## config.mk

```make
export PLATFORM = sky130hd
export DESIGN_NAME = pc_gen_flat
export DESIGN_NICKNAME = d
export VERILOG_FILES = /design/src/rtl/pc_gen_if.sv /design/src/rtl/pc_gen.sv /design/src/flat_wrapper.sv
export SDC_FILE = /design/constraint.sdc
export NUM_CORES = 1
export LEC_CHECK = 0
export ABC_CLOCK_PERIOD_IN_PS = 3130
export CORE_MARGIN = 2
export CORE_UTILIZATION = 48
export DETAILED_ROUTE_END_ITERATION = 10
export PLACE_DENSITY = 0.87
export SLEW_MARGIN = 20
export SYNTH_ARGS = -nofsm -noshare
export SYNTH_HDL_FRONTEND = slang
export SYNTH_SLANG_ARGS = --single-unit
```

## constraint.sdc

```tcl
create_clock -name clk -period 3.13 [get_ports clk]
set_input_delay 0.4695 -clock clk [delete_from_list [all_inputs] [get_ports clk]]
set_output_delay 0.4695 -clock clk [all_outputs]
set_load 0.05 [all_outputs]
```

## src/rtl/pc_gen_if.sv

```systemverilog
// Fetch-stage bus between the pipeline control logic and the PC generator.
// slave is the PC generator side; master is the driver/observer side.
interface pc_gen_if #(
   parameter int unsigned XLEN  = 32,
   parameter int unsigned CNT_W = 32
);
   logic             pc_write;
   logic             fetch_ready;
   logic             trap;
   logic             br_taken;
   logic [XLEN-1:0]  br_target;
   logic             jmp_valid;
   logic [XLEN-1:0]  jmp_target;
   logic             halt_req;
   logic             resume;
   logic [XLEN-1:0]  pc_out;
   logic [XLEN-1:0]  pc_plus;
   logic             fetch_valid;
   logic             misaligned;
   logic             halted;
   logic [CNT_W-1:0] fetch_count;

   modport master (
      output pc_write, fetch_ready, trap, br_taken, br_target,
             jmp_valid, jmp_target, halt_req, resume,
      input  pc_out, pc_plus, fetch_valid, misaligned, halted, fetch_count
   );

   modport slave (
      input  pc_write, fetch_ready, trap, br_taken, br_target,
             jmp_valid, jmp_target, halt_req, resume,
      output pc_out, pc_plus, fetch_valid, misaligned, halted, fetch_count
   );
endinterface

```

## src/rtl/pc_gen.sv

```systemverilog
// Fetch program-counter generator: boot/run/halt control, prioritised redirects
// (trap > branch > jump > sequential), misaligned-target trapping and fetch counting.
module pc_gen #(
   parameter int unsigned     XLEN         = 32,
   parameter logic [XLEN-1:0] RESET_VECTOR = XLEN'(32'h0000_0000),
   parameter logic [XLEN-1:0] TRAP_VECTOR  = XLEN'(32'h0000_0100),
   parameter int unsigned     ILEN_BYTES   = 4,
   parameter int unsigned     CNT_W        = 32
) (
   input logic    clk,
   input logic    reset,
   pc_gen_if.slave bus
);

   localparam logic [1:0] ST_BOOT = 2'd0;
   localparam logic [1:0] ST_RUN  = 2'd1;
   localparam logic [1:0] ST_HALT = 2'd2;

   localparam logic [XLEN-1:0] ALIGN_MASK = XLEN'(ILEN_BYTES - 1);
   localparam logic [XLEN-1:0] PC_INC     = XLEN'(ILEN_BYTES);

   logic [1:0]       state_q, state_d;
   logic [XLEN-1:0]  pc_q, pc_d;
   logic [CNT_W-1:0] cnt_q, cnt_d;
   logic             fetch_valid_q, fetch_valid_d;
   logic             misaligned_q, misaligned_d;
   logic             halted_q, halted_d;

   logic [XLEN-1:0]  pc_plus_c;
   logic             accept_c;
   logic             redirect_c;
   logic             br_mis_c;
   logic             jmp_mis_c;

   assign pc_plus_c = pc_q + PC_INC;
   assign accept_c  = (state_q == ST_RUN) & fetch_valid_q & bus.fetch_ready & bus.pc_write;
   assign br_mis_c  = (bus.br_target & ALIGN_MASK) != '0;
   assign jmp_mis_c = (bus.jmp_target & ALIGN_MASK) != '0;

   // Next-state, next-PC and counter selection.
   always_comb begin
      state_d      = state_q;
      pc_d         = pc_q;
      cnt_d        = cnt_q;
      misaligned_d = 1'b0;
      redirect_c   = 1'b0;

      case (state_q)
         ST_BOOT: begin
            state_d = ST_RUN;
         end

         ST_RUN: begin
            if (bus.trap) begin
               redirect_c = 1'b1;
               pc_d       = TRAP_VECTOR;
            end else if (bus.br_taken) begin
               redirect_c   = 1'b1;
               pc_d         = br_mis_c ? TRAP_VECTOR : bus.br_target;
               misaligned_d = br_mis_c;
            end else if (bus.jmp_valid && bus.pc_write) begin
               redirect_c   = 1'b1;
               pc_d         = jmp_mis_c ? TRAP_VECTOR : bus.jmp_target;
               misaligned_d = jmp_mis_c;
            end else if (accept_c) begin
               pc_d  = pc_plus_c;
               cnt_d = cnt_q + CNT_W'(1);
            end

            // Halt only on a cycle that moves the PC, so no redirect is lost.
            if (bus.halt_req && (accept_c || redirect_c)) begin
               state_d = ST_HALT;
            end
         end

         ST_HALT: begin
            if (bus.trap) begin
               state_d = ST_RUN;
               pc_d    = TRAP_VECTOR;
            end else if (bus.resume) begin
               state_d = ST_RUN;
            end
         end

         default: begin
            state_d = ST_BOOT;
         end
      endcase

      fetch_valid_d = (state_d == ST_RUN);
      halted_d      = (state_d == ST_HALT);
   end

   always_ff @(posedge clk) begin
      if (reset) begin
         state_q       <= ST_BOOT;
         pc_q          <= RESET_VECTOR;
         cnt_q         <= '0;
         fetch_valid_q <= 1'b0;
         misaligned_q  <= 1'b0;
         halted_q      <= 1'b0;
      end else begin
         state_q       <= state_d;
         pc_q          <= pc_d;
         cnt_q         <= cnt_d;
         fetch_valid_q <= fetch_valid_d;
         misaligned_q  <= misaligned_d;
         halted_q      <= halted_d;
      end
   end

   assign bus.pc_out      = pc_q;
   assign bus.pc_plus     = pc_plus_c;
   assign bus.fetch_valid = fetch_valid_q;
   assign bus.misaligned  = misaligned_q;
   assign bus.halted      = halted_q;
   assign bus.fetch_count = cnt_q;

endmodule

```

## src/flat_wrapper.sv

```systemverilog
// flat-port wrapper written by rule: the top's interface ports become plain ports
module pc_gen_flat 
#(
   parameter int unsigned     XLEN         = 32,
   parameter logic [XLEN-1:0] RESET_VECTOR = XLEN'(32'h0000_0000),
   parameter logic [XLEN-1:0] TRAP_VECTOR  = XLEN'(32'h0000_0100),
   parameter int unsigned     ILEN_BYTES   = 4,
   parameter int unsigned     CNT_W        = 32
)
  (clk, reset, bus_pc_write, bus_fetch_ready, bus_trap, bus_br_taken, bus_br_target, bus_jmp_valid, bus_jmp_target, bus_halt_req, bus_resume, bus_pc_out, bus_pc_plus, bus_fetch_valid, bus_misaligned, bus_halted, bus_fetch_count);
  pc_gen_if #(.XLEN(XLEN), .CNT_W(CNT_W)) bus_i ();
  input logic clk;
  input logic reset;
  input wire logic [$bits(bus_i.pc_write)-1:0] bus_pc_write;
  input wire logic [$bits(bus_i.fetch_ready)-1:0] bus_fetch_ready;
  input wire logic [$bits(bus_i.trap)-1:0] bus_trap;
  input wire logic [$bits(bus_i.br_taken)-1:0] bus_br_taken;
  input wire logic [$bits(bus_i.br_target)-1:0] bus_br_target;
  input wire logic [$bits(bus_i.jmp_valid)-1:0] bus_jmp_valid;
  input wire logic [$bits(bus_i.jmp_target)-1:0] bus_jmp_target;
  input wire logic [$bits(bus_i.halt_req)-1:0] bus_halt_req;
  input wire logic [$bits(bus_i.resume)-1:0] bus_resume;
  output wire logic [$bits(bus_i.pc_out)-1:0] bus_pc_out;
  output wire logic [$bits(bus_i.pc_plus)-1:0] bus_pc_plus;
  output wire logic [$bits(bus_i.fetch_valid)-1:0] bus_fetch_valid;
  output wire logic [$bits(bus_i.misaligned)-1:0] bus_misaligned;
  output wire logic [$bits(bus_i.halted)-1:0] bus_halted;
  output wire logic [$bits(bus_i.fetch_count)-1:0] bus_fetch_count;
  assign bus_i.pc_write = bus_pc_write;
  assign bus_i.fetch_ready = bus_fetch_ready;
  assign bus_i.trap = bus_trap;
  assign bus_i.br_taken = bus_br_taken;
  assign bus_i.br_target = bus_br_target;
  assign bus_i.jmp_valid = bus_jmp_valid;
  assign bus_i.jmp_target = bus_jmp_target;
  assign bus_i.halt_req = bus_halt_req;
  assign bus_i.resume = bus_resume;
  assign bus_pc_out = bus_i.pc_out;
  assign bus_pc_plus = bus_i.pc_plus;
  assign bus_fetch_valid = bus_i.fetch_valid;
  assign bus_misaligned = bus_i.misaligned;
  assign bus_halted = bus_i.halted;
  assign bus_fetch_count = bus_i.fetch_count;
  pc_gen #(.XLEN(XLEN), .RESET_VECTOR(RESET_VECTOR), .TRAP_VECTOR(TRAP_VECTOR), .ILEN_BYTES(ILEN_BYTES), .CNT_W(CNT_W)) u_core (.clk(clk), .reset(reset), .bus(bus_i));
endmodule
```

# Word-level counts from Yosys, hierarchy flattened
# Cells that the tools add are included.
word_totals:
  regBits: 69
  input_bits: 73
  out_inout_bits: 99
op_classes:
  n_addsub: 2
  eq_ne: 6
  mux: 18
  bitwise: 7
  n_reduce_logical: 10
ops:
  columns: ["op", "count"]
  rows:
  - ["$mux 32", 7]
  - ["$pmux 32 s2", 1]
  - ["$reduce_bool 32->1", 2]
  - ["$add 32x1->32 const B", 1]
  - ["$add 32x3->32 const B", 1]
  - ["$mux 1", 6]
  - ["$mux 2", 3]
  - ["$pmux 2 s3", 1]
  - ["$ne 5x4->1 const B", 1]
  - ["$reduce_and 5->1", 1]
  - ["$eq 2x1->1 const B", 2]
  - ["$eq 2x2->1 const B", 2]
  - ["$not 1->1", 4]
  - ["$and 1x1->1", 3]
  - ["$reduce_and 3->1", 1]
  - ["$reduce_or 3->1", 1]
  - ["$logic_and 1x1->1", 2]
  - ["$logic_not 2->1", 1]
  - ["$ne 2x2->1 const B", 1]
  - ["$reduce_bool 2->1", 1]
  - ["$logic_or 1x1->1", 1]

# Longest topological paths before layout
# Gate-level depths: netlist (run 1).
depth:
  ltp_word: 10
  depth_mapped: 10

# Worst setup path after synthesis (run 1)
# No wires, ideal clock.
synth_timing:
  path_type: "register to output"
  startpoint: "reg u_core.pc_q[2], in the netlist u_core.bus.pc_out[2]"
  endpoint: "out bus_pc_plus[22]"
  arrival_ns: 2.692
  required_time_ns: 2.660
  path_slack_ns: -0.032
  stages_incl_launch_ff: 7
  path_buffers: 1
  path_cell_list: "dfxtp_1 > ha_1 > clkbuf_1 > inv_1 > nor4_4 > nand4_1 > xnor2_1"
synth_via:
  elab_chain_cells: 1
synth_rtl:
  columns: ["item", "line", "rtl"]
  rows:
  - ["start, declared", "pc_gen.sv:23", "logic [XLEN-1:0] pc_q, pc_d;"]
  - ["start signal, assigned", "pc_gen.sv:104", "pc_q <= pc_d;"]
  - ["$add 32x3->32", "pc_gen.sv:35", "assign pc_plus_c = pc_q + PC_INC;"]
  - ["end, declared", "flat_wrapper.sv:24", "output wire logic [$bits(bus_i.pc_plus)-1:0] bus_pc_plus;"]
# No other way between the ends.

# Final worst setup path (run 1)
layout_timing:
  startpoint: "reg u_core.pc_q[4], in the netlist u_core.bus.pc_out[4]"
  endpoint: "out bus_pc_plus[13]"
# The elaborated chain is that of the path after synthesis.

==> results.txt, run 1 <==
DRC Markers - 0
Critical Path RT - 2660 ps
post-synthesis xor/xnor area fraction - 0.0866
IO Pins - 172
EDFF count, synth - 0
first-pass GRT wire length - 23400 µm
fin area - 6600 µm²
Syn Area/Cell - 7.70 µm²
post-place instance area - 6340 µm²
#FFs+latches synth - 69
top sig layer - met4
final antenna-violating net count - 0
Post-Place Worst Slack - 387 ps
CORE AREA - 9110 µm²
PwrDens - 350 nW/µm²
Wirelength per Cell - 17.4 µm
complex-gate fraction of the synthesized area - 0.234
leak pwr - 2.35 nW
Synth top area share - 0.310
final period utilization - 0.971
vias in the first global route - 4827
final WL - 14800 µm
CP Capture Type - output port
simple-gate share of the synthesized area - 0.289
share of synthesized registers carrying an async set or reset - 0
Psw - 670 µW
largest area contributor in the netlist - dfxtp_1
root buffer cell - clkbuf_8
Die Height - 100 µm
# clock sinks - 69
fraction of layout cells with a size suffix above 1 - 0.0866
Syn Nets - 657
relative slew slack - 0.548
Critical Path AT - 2570 ps
Mapped Area - 4450 µm²
TritonCTS clock tree - yes
largest family of logic cells by synthesized area - simple AND/OR/NAND/NOR gates
VDD IR-drop max - 0.256 mV
Unique masters post-synth - 59
Hold Path Class - reg2reg
Critical Path Start Type - register
most frequent cells in the layout - clkdlybuf4s50_1, dfxtp_1, nand2_1
TNS Setup - 0 ps
sequential share of power - 0.402
worst slew pin tran - 678 ps
RSZ-0062 raised after global routing - false
grt ovf - 0
Pint - 1.64 mW
Clk pin slew, worst setup/hold paths - 80 ps
CTS Buf Count - 9
starting density of the core - 0.488
Layout Nets - 814
DR WL met3 - 1120 µm
Max-Cap Viols - 0
post-synthesis adder-cell area fraction - 0.0169
GRT Total Usage - 0.286
Max Slew Vio Count - 0
fmax - 0.329 GHz
status - finished, final reports clean
crit path time final - 3040 ps
Post-CTS Hold Buffers - 0
Setup CP Type - reg2out
Area Growth Syn to Fin - 48.4%
DR iter-0 viols - 376
sw frac - 0.290
Worst Slack Setup Final - 91.0 ps
crit-path max FO - 9
Max Clock Skew - 12.1 ps
drt pass-1 iters - 5
Tot Pwr - 2.31 mW
Die Area - 10100 µm²
largest net degree at the start of global routing - 40
Clock Latency Late Sink - 340 ps
top cells by area, synth - dfxtp_1, xnor2_1, nand2_1
met2 WL post-DR - 7080 µm
Final GP Congestion - 0.866
Hold Fails Final Rpt - 0
IO Port Bufs - 171
fillers - 713
synthesized instance count - 578
Final HPWL DP - 11100 µm
initial antenna violation count - 0
Comb pwr share - 0.218
Die W - 100 µm
routed vias - 5084
Routed met1 length - 6230 µm
Clk pwr share - 0.379
commonest non-fill, non-tap cell in the layout - clkdlybuf4s50_1
ant diodes - 0
final setup violation count - 0
mux cell area share after synthesis - 0
Seq/Total Area, Yosys - 0.310
Max Root-Sink Buffers - 2
H-Tree Depth - 3
row count - 35
Yosys Warn Count - 0
Most used DFF post-synth - dfxtp_1
vias per inst - 5.98
final cells by class:
cell class,instances,area (µm²),area share
clock buffers,9,124,0.0188
repair buffers,184,1900,0.287
well taps,111,139,0.0210
clock inverters,6,113,0.0171
flip-flops and latches,69,1380,0.209
multi-input cells,444,2850,0.431
inverters,27,101,0.0154
worst max-delay path, stage by stage (launching register included):
cell             delay, ps
dfxtp_1                510
nand3_1                270
nor4_2                 450
xnor2_1                180
clkdlybuf4s50_1        830
registers in the layout, summed over array words and instances (netlist names):
signal,flops
u_core.bus.fetch_count,32
u_core.bus.fetch_valid,1
u_core.bus.halted,1
u_core.bus.misaligned,1
u_core.bus.pc_out,32
u_core.state_q,2
per-stage QoR:
stage          utilization  instances  hold WS [ps]
6_report             0.725        850           498
5_1_grt              0.725        850           519
4_1_cts              0.722        850           504
3_5_place_dp         0.696        835           491
3_3_place_gp         0.696        835           466
2_1_floorplan            -        578           588
power groups by stage:
stage          registers [mW]  logic, mW  clock network [mW]
2_1_floorplan           0.997      0.223                   0
3_3_place_gp            0.947      0.486                   0
3_5_place_dp            0.948      0.495                   0
4_1_cts                 0.928      0.498               0.880
5_1_grt                 0.931      0.534               0.920
6_report                0.929      0.504               0.876
final timing paths:
check / from / end / slack [ps] / cells after the start
min reg2reg: u_core.bus.fetch_count[31]$_SDFFE_PP0P_ / u_core.bus.fetch_count[31]$_SDFFE_PP0P_ / 500 / 2
min: u_core.bus.fetch_count[31]$_SDFFE_PP0P_ / u_core.bus.fetch_count[31]$_SDFFE_PP0P_ / 500 / 2
max reg2reg: u_core.state_q[1]$_SDFF_PP0_ / u_core.bus.fetch_count[28]$_SDFFE_PP0P_ / 830 / 7
max: u_core.bus.pc_out[4]$_SDFFE_PP0P_ / bus_pc_plus[13] / 90 / 4
logic make-up after synthesis:
kind of cell	Yosys count
adders and majority gates	6
and+or+nand+nor	237
buffers and inverters	65
AOI/OAI and AO/OA	157
xor gates and xnor gates	44
DFF	69
layer usage:
metal / global-route usage / vias to the layer above
li1: - / 2422
met1: 0.370 / 2389
met2: 0.473 / 242
met3: 0.0557 / 31
met4: 0.109 / 0
met5: 0 / -
cells in the mapped netlist, types with 4 or more instances:
library cell / count
a21o_1: 7
a21oi_1: 31
a221o_1: 5
a221oi_1: 5
a22o_1: 4
a2bb2oi_1: 5
a311oi_1: 4
a31o_1: 8
a31oi_1: 10
a32o_1: 4
and2_1: 13
and4_1: 9
buf_2: 12
buf_4: 4
clkbuf_1: 21
dfxtp_1: 69
ha_1: 6
inv_1: 26
nand2_1: 62
nand2b_1: 8
nand3_1: 30
nand4_1: 24
nand4_2: 4
nor2_1: 40
nor3_1: 8
nor4_1: 10
o21a_1: 4
o21ai_0: 35
o21ai_1: 11
or3_1: 12
xnor2_1: 29
xor2_1: 15
what timing repair did:
action,in CTS,in global routing
setup buffers,0,0
endpoints found under the setup margin,0,2
gates resized for setup,0,3
(Power assumes the default switching activity.)
==> run 2: changes to the inputs <==
Settings changed: ABC_CLOCK_PERIOD_IN_PS 3130 to 3200, CORE_UTILIZATION 48 to 45, PLACE_DENSITY 0.87 to 0.82.
Clock period 3.13 ns to 3.2 ns, I/O delays scaled along.
==> run 2 against run 1 <==
Net effect:
- clock-buffer cell count up 1
- via count shrank 0.12%
- sequential cell count unchanged
==> results.txt, run 2 (synthesis gave the netlist of run 1 again) <==
status - finished, final reports clean
Critical Path Slowest Stage Cell - dfxtp_1
Clk pin slew, worst setup/hold paths - 70 ps (about the same)
most frequent cells in the layout - clkdlybuf4s50_1, dfxtp_1, nand2_1
final period utilization - 0.954
Critical Path RT - 2720 ps (+60 ps)
starting density of the core - 0.459 (-0.0290)
sequential share of power - 0.420 (+0.018)
worst slew pin tran - 706 ps (+28.0 ps)
root buffer cell - clkbuf_8
drt pass-1 iters - 5 (unchanged)
Setup CP Type - reg2out
Clk pwr share - 0.353 (-0.026)
Hold Fails Final Rpt - 0 (unchanged)
# clock sinks - 69 (unchanged)
PwrDens - 329 nW/µm² (-5.9%)
ant diodes - 0 (unchanged)
TNS Setup - 0 ps (unchanged)
fmax - 0.328 GHz
Pint - 1.47 mW (-10%)
commonest non-fill, non-tap cell in the layout - clkdlybuf4s50_1
Hold Path Class - reg2reg
CTS Buf Count - 9 (unchanged)
Comb pwr share - 0.227 (+0.009)
relative slew slack - 0.528 (-0.0204)
TritonCTS clock tree - yes
final antenna-violating net count - 0 (unchanged)
Post-Layout Cell Count - 872 (+2.6%)
fillers - 772 (+8.3%)
VDD IR-drop max - 0.180 mV (-30%)
delay-heaviest family, CP - simple AND/OR/NAND/NOR gates
RSZ-0062 raised after global routing - false
first-pass GRT wire length - 23100 µm (-1.4%)
grt ovf - 0 (unchanged)
Final GP Congestion - 0.869 (+0.34%)
Die W - 103 µm (+3.2%)
largest net degree at the start of global routing - 45 (+13%)
Max-Cap Viols - 0 (unchanged)
multi-input logic area - 2820 µm² (-0.88%)
crit path cell chain - ha_1 > inv_1 > nor2_1 > nand4_1 > or3_1 > nand2_1 > buf_12
initial antenna violation count - 0 (unchanged)
Critical Path AT - 2570 ps (about the same)
Die Height - 103 µm (+3.2%)
GRT Total Usage - 0.274 (-0.0122)
Die Area - 10700 µm² (+6.4%)
routed vias - 5078 (-0.12%)
vias in the first global route - 4786 (-0.85%)
crit path time final - 3050 ps
final WL - 14800 µm (+0.14%)
DR iter-0 viols - 250 (-34%)
H-Tree Depth - 3 (unchanged)
row count - 36 (+2.9%)
CP bufs+invs - 2 (+1)
Critical Path Start Type - register
IO Port Bufs - 171 (unchanged)
leak pwr - 2.35 nW (about the same)
sw frac - 0.318 (+0.0274)
Psw - 685 µW (+2.3%)
Resized Gates After CTS - 0 (unchanged)
Layout Nets - 813 (-0.12%)
Final HPWL DP - 11100 µm (+0.76%)
vias per inst - 5.82 (-2.6%)
Max Root-Sink Buffers - 2 (unchanged)
CORE AREA - 9680 µm² (+6.3%)
Post-CTS Hold Buffers - 0 (unchanged)
CP Capture Type - output port
final setup violation count - 0 (unchanged)
reg2reg setup slack - 880 ps (+50 ps)
Max Slew Vio Count - 0 (unchanged)
DRC Markers - 0 (unchanged)
Reg area - 1380 µm² (unchanged)
Max Clock Skew - 19.0 ps (+6.95 ps)
Area Growth Syn to Fin - 47.3%
crit-path max FO - 8 (-1)
CP peak stage delay - 450 ps (-380 ps)
Wirelength per Cell - 17.0 µm (-2.4%)
post-placement cell count - 856 (+2.5%)
fraction of layout cells with a size suffix above 1 - 0.0798 (-0.00677)
Clock Latency Late Sink - 350 ps (about the same)
IO Pins - 172 (unchanged)
Post-CTS Setup Bufs - 0 (unchanged)
==> run 2: final timing paths <==
kind	startpoint	endpoint	cells after the start
setup / recovery	u_core.bus.pc_out[2]$_SDFFE_PP0P_	bus_pc_plus[30]	7
hold / removal	u_core.bus.pc_out[0]$_SDFFE_PP0P_	u_core.bus.pc_out[0]$_SDFFE_PP0P_	1
setup reg to reg	u_core.state_q[1]$_SDFF_PP0_	u_core.bus.fetch_count[26]$_SDFFE_PP0P_	8
hold reg to reg	u_core.bus.pc_out[0]$_SDFFE_PP0P_	u_core.bus.pc_out[0]$_SDFFE_PP0P_	1
==> run 2: power by group through the flow <==
stage	Sequential [mW]	Combinational [mW]	Clock [mW]
final	0.906	0.491	0.761
after global routing	0.909	0.521	0.794
after CTS	0.904	0.486	0.762
after detailed placement	0.924	0.483	0
after global placement	0.923	0.477	0
after floorplan	0.974	0.217	0
==> run 2: layout make-up <==
| type | count | share of cell area |
|---|---|---|
| clock inverter | 6 | 0.0109 |
| multi-input combinational | 444 | 0.431 |
| inverter | 27 | 0.0155 |
| timing repair buffer | 183 | 0.286 |
| sequential | 69 | 0.211 |
| clock buffer | 10 | 0.0210 |
| tap | 133 | 0.0254 |
==> run 2: worst reg2reg max path, delay by kind of cell, from the launching register on <==
kind	cells	cell delay (ps)
AO/OA/AOI/OAI	1	150
adder cells (fa/ha/maj)	1	270
AND/OR/NAND/NOR	4	1220
buffers and inverters	2	280
flip-flops	1	350
==> run 2: metrics by stage <==
stage	power [mW]	worst slack, ps	hold WS [ps]	cell area (µm²)	util
4_1_cts	2.15	1.00	492	6520	0.674
5_1_grt	2.22	20.6	522	6550	0.677
6_report	2.16	147	487	6550	0.677
3_5_place_dp	1.41	387	474	6310	0.652
2_1_floorplan	1.19	27.6	588	4450	-
3_3_place_gp	1.40	457	463	6310	0.652
==> run 2: layer usage <==
metal | vias up | routed length [µm] | GRT usage
met5 | - | 0 | 0
met4 | 0 | 427 | 0.119
met3 | 37 | 1120 | 0.0504
met2 | 232 | 6980 | 0.449
met1 | 2375 | 6320 | 0.352
li1 | 2434 | - | -
==> run 3: changes to the inputs <==
Settings changed: CORE_ASPECT_RATIO set to 1.2.
==> run 3 against run 2 <==
Net effect:
- sequential share of layout area is 0.22 points lower
- via count grew 0.20%
- total power increased by 12%
- critical path depth down 2
- clock-buffer cell count is 1 higher
- sequential power is essentially flat
- first-iteration DRC count up 14%
- setup slack improved by 5.1 ps
- combinational power hardly changed
- critical path type unchanged
- largest power group is now clock
- highest routed layer unchanged
==> results.txt, run 3 (synthesis gave the netlist of run 1 again) <==
Worst Hold Path Cells - 1 (unchanged)
ant diodes - 0 (unchanged)
DRC Markers - 0 (unchanged)
final antenna-violating net count - 0 (unchanged)
crit-path max FO - 8 (unchanged)
fmax - 0.328 GHz (+0.17%)
Setup CP Type - reg2out
Critical Path Start Type - register
relative slew slack - 0.623 (+0.0953)
leak pwr - 2.40 nW (+2.2%)
reg2reg setup slack - 830 ps (-50 ps)
Critical Path AT - 2570 ps (about the same)
largest net degree at the start of global routing - 48 (+6.7%)
DR iter-0 viols - 286 (+14%)
Die W - 94.8 µm (-8.4%)
Worst R2R End - u_core.bus.fetch_count[28]$_SDFFE_PP0P_
critical register-to-register path startpoint - u_core.state_q[1]$_SDFF_PP0_
CP Capture Type - output port
Reg2Reg Depth - 8 (unchanged)
post-route core utilization - 0.692 (+0.0157)
Max Slew Vio Count - 0 (unchanged)
post-place instance area - 6300 µm² (-0.22%)
CP peak stage delay - 840 ps (+390 ps)
row count - 39 (+8.3%)
grt ovf - 0 (unchanged)
commonest non-fill, non-tap cell in the layout - clkdlybuf4s50_1
Hold Path Class - reg2reg
vias in the first global route - 4901 (+2.4%)
H-Tree Depth - 3 (unchanged)
status - finished, final reports clean
Min Hold Slack - 487 ps (-0.108 ps)
most frequent cells in the layout - clkdlybuf4s50_1, dfxtp_1, nand2_1
fraction of layout cells with a size suffix above 1 - 0.0796 (-0.000215)
# clock sinks - 69 (unchanged)
starting density of the core - 0.465 (+0.00577)
Clk pin slew, worst setup/hold paths - 60 ps (about the same)
Hold Fails Final Rpt - 0 (unchanged)
vias per inst - 5.89 (+1.1%)
Clock Latency Late Sink - 340 ps (about the same)
CORE AREA - 9560 µm² (-1.2%)
delay-heaviest family, CP - buffers and inverters
TNS Setup - 0 ps (unchanged)
first-pass GRT wire length - 23800 µm (+3.0%)
Area Growth Syn to Fin - 48.8%
final period utilization - 0.953 (-0.00159)
drt pass-1 iters - 5 (unchanged)
Worst Hold Path EP - u_core.bus.pc_out[1]$_SDFFE_PP0P_
Final GP Congestion - 0.916 (+5.4%)
RSZ-0062 raised after global routing - false
VDD IR-drop max - 0.301 mV (+68%)
GRT Total Usage - 0.275 (+0.000914)
Layout Nets - 815 (+0.25%)
root buffer cell - clkbuf_16
final setup violation count - 0 (unchanged)
crit path cell chain - ha_1 > nand3_1 > nor3_1 > xor2_1 > clkdlybuf4s50_1
Die Height - 113 µm (+9.2%)
initial antenna violation count - 0 (unchanged)
TritonCTS clock tree - yes
fin area - 6620 µm² (+1.0%)
final WL - 14900 µm (+0.51%)
IO Port Bufs - 171 (unchanged)
CTS Buf Count - 9 (unchanged)
Critical Path RT - 2720 ps (about the same)
Max Clock Skew - 10.7 ps (-8.34 ps)
Max Root-Sink Buffers - 2 (unchanged)
hold path startpoint - u_core.bus.pc_out[1]$_SDFFE_PP0P_
crit path time final - 3050 ps (-5.09 ps)
Die Area - 10700 µm² (about the same)
CP bufs+invs - 1 (-1)
routed vias - 5088 (+0.20%)
worst slew pin tran - 563 ps (-142 ps)
Max-Cap Viols - 0 (unchanged)
Wirelength per Cell - 17.3 µm (+1.4%)
Critical Path Slowest Stage Cell - clkdlybuf4s50_1
PwrDens - 365 nW/µm² (+11%)
Final HPWL DP - 11200 µm (+0.43%)
IO Pins - 172 (unchanged)
[run 3: changes by cell type in the layout (fill, tap and decap cells not counted), moves of 2 or more]
cell / delta
clkbuf_8: -8
clkbuf_16: +9
buf_4: +2
clkinvlp_4: -2
clkinv_2: +2
[run 3: routing by layer]
metal	global-route usage	share of wire	vias up
met2	0.480	0.50	253
met3	0.0573	0.096	34
li1	-	-	2423
met4	0.127	0.030	0
met1	0.318	0.37	2378
met5	0	0	-
[run 3: stage by stage]
step / power (mW) / std cells / setup WS (ps)
2_1_floorplan: 1.19 / 578 / 27.6
3_3_place_gp: 1.40 / 848 / 416
3_5_place_dp: 1.41 / 848 / 319
4_1_cts: 2.43 / 864 / 22.4
5_1_grt: 2.50 / 864 / 24.6
6_report: 2.42 / 864 / 152
[run 3: power by group]
group,internal (mW),switching (mW)
clock,0.647,0.380
sequential,0.878,0.0278
combinational,0.209,0.279
[run 3: how the worst max path moves through the flow]
stage	start	depth (start not counted)	endpoint
after CTS	u_core.bus.pc_out[2]$_SDFFE_PP0P_	6	bus_pc_plus[14]
after floorplan	u_core.bus.pc_out[2]$_SDFFE_PP0P_	6	bus_pc_plus[22]
after global routing	u_core.bus.pc_out[19]$_SDFFE_PP0P_	6	bus_pc_plus[30]
after global placement	u_core.bus.pc_out[5]$_SDFFE_PP0P_	5	bus_pc_plus[26]
after detailed placement	u_core.bus.pc_out[6]$_SDFFE_PP0P_	5	bus_pc_plus[26]
final	u_core.bus.pc_out[2]$_SDFFE_PP0P_	5	bus_pc_plus[12]
[run 3: cell type report]
cell class	instances	area [µm²]
Fill cell	810	2940
Multi-Input combinational cell	444	2800
Timing Repair Buffer	185	1880
Sequential cell	69	1380
Clock buffer	11	253
Tap cell	123	154
Inverter	27	101
Clock inverter	5	57.6
[run 3: timing repair]
action / 4_1_cts / 5_1_grt
gates resized for setup: 1 / 4
cloned: 0 / 0
endpoints found under the setup margin: 1 / 4
buffers inserted: 0 / 0
hold buffers: 0 / 0
[run 3: worst register-to-register path: stages (launching register included)]
cell	delay, ps
dfxtp_1	340
inv_1	90
ha_1	260
nor2b_1	200
and4_1	250
buf_4	200
nand4_1	360
or3_1	440
a21oi_1	160
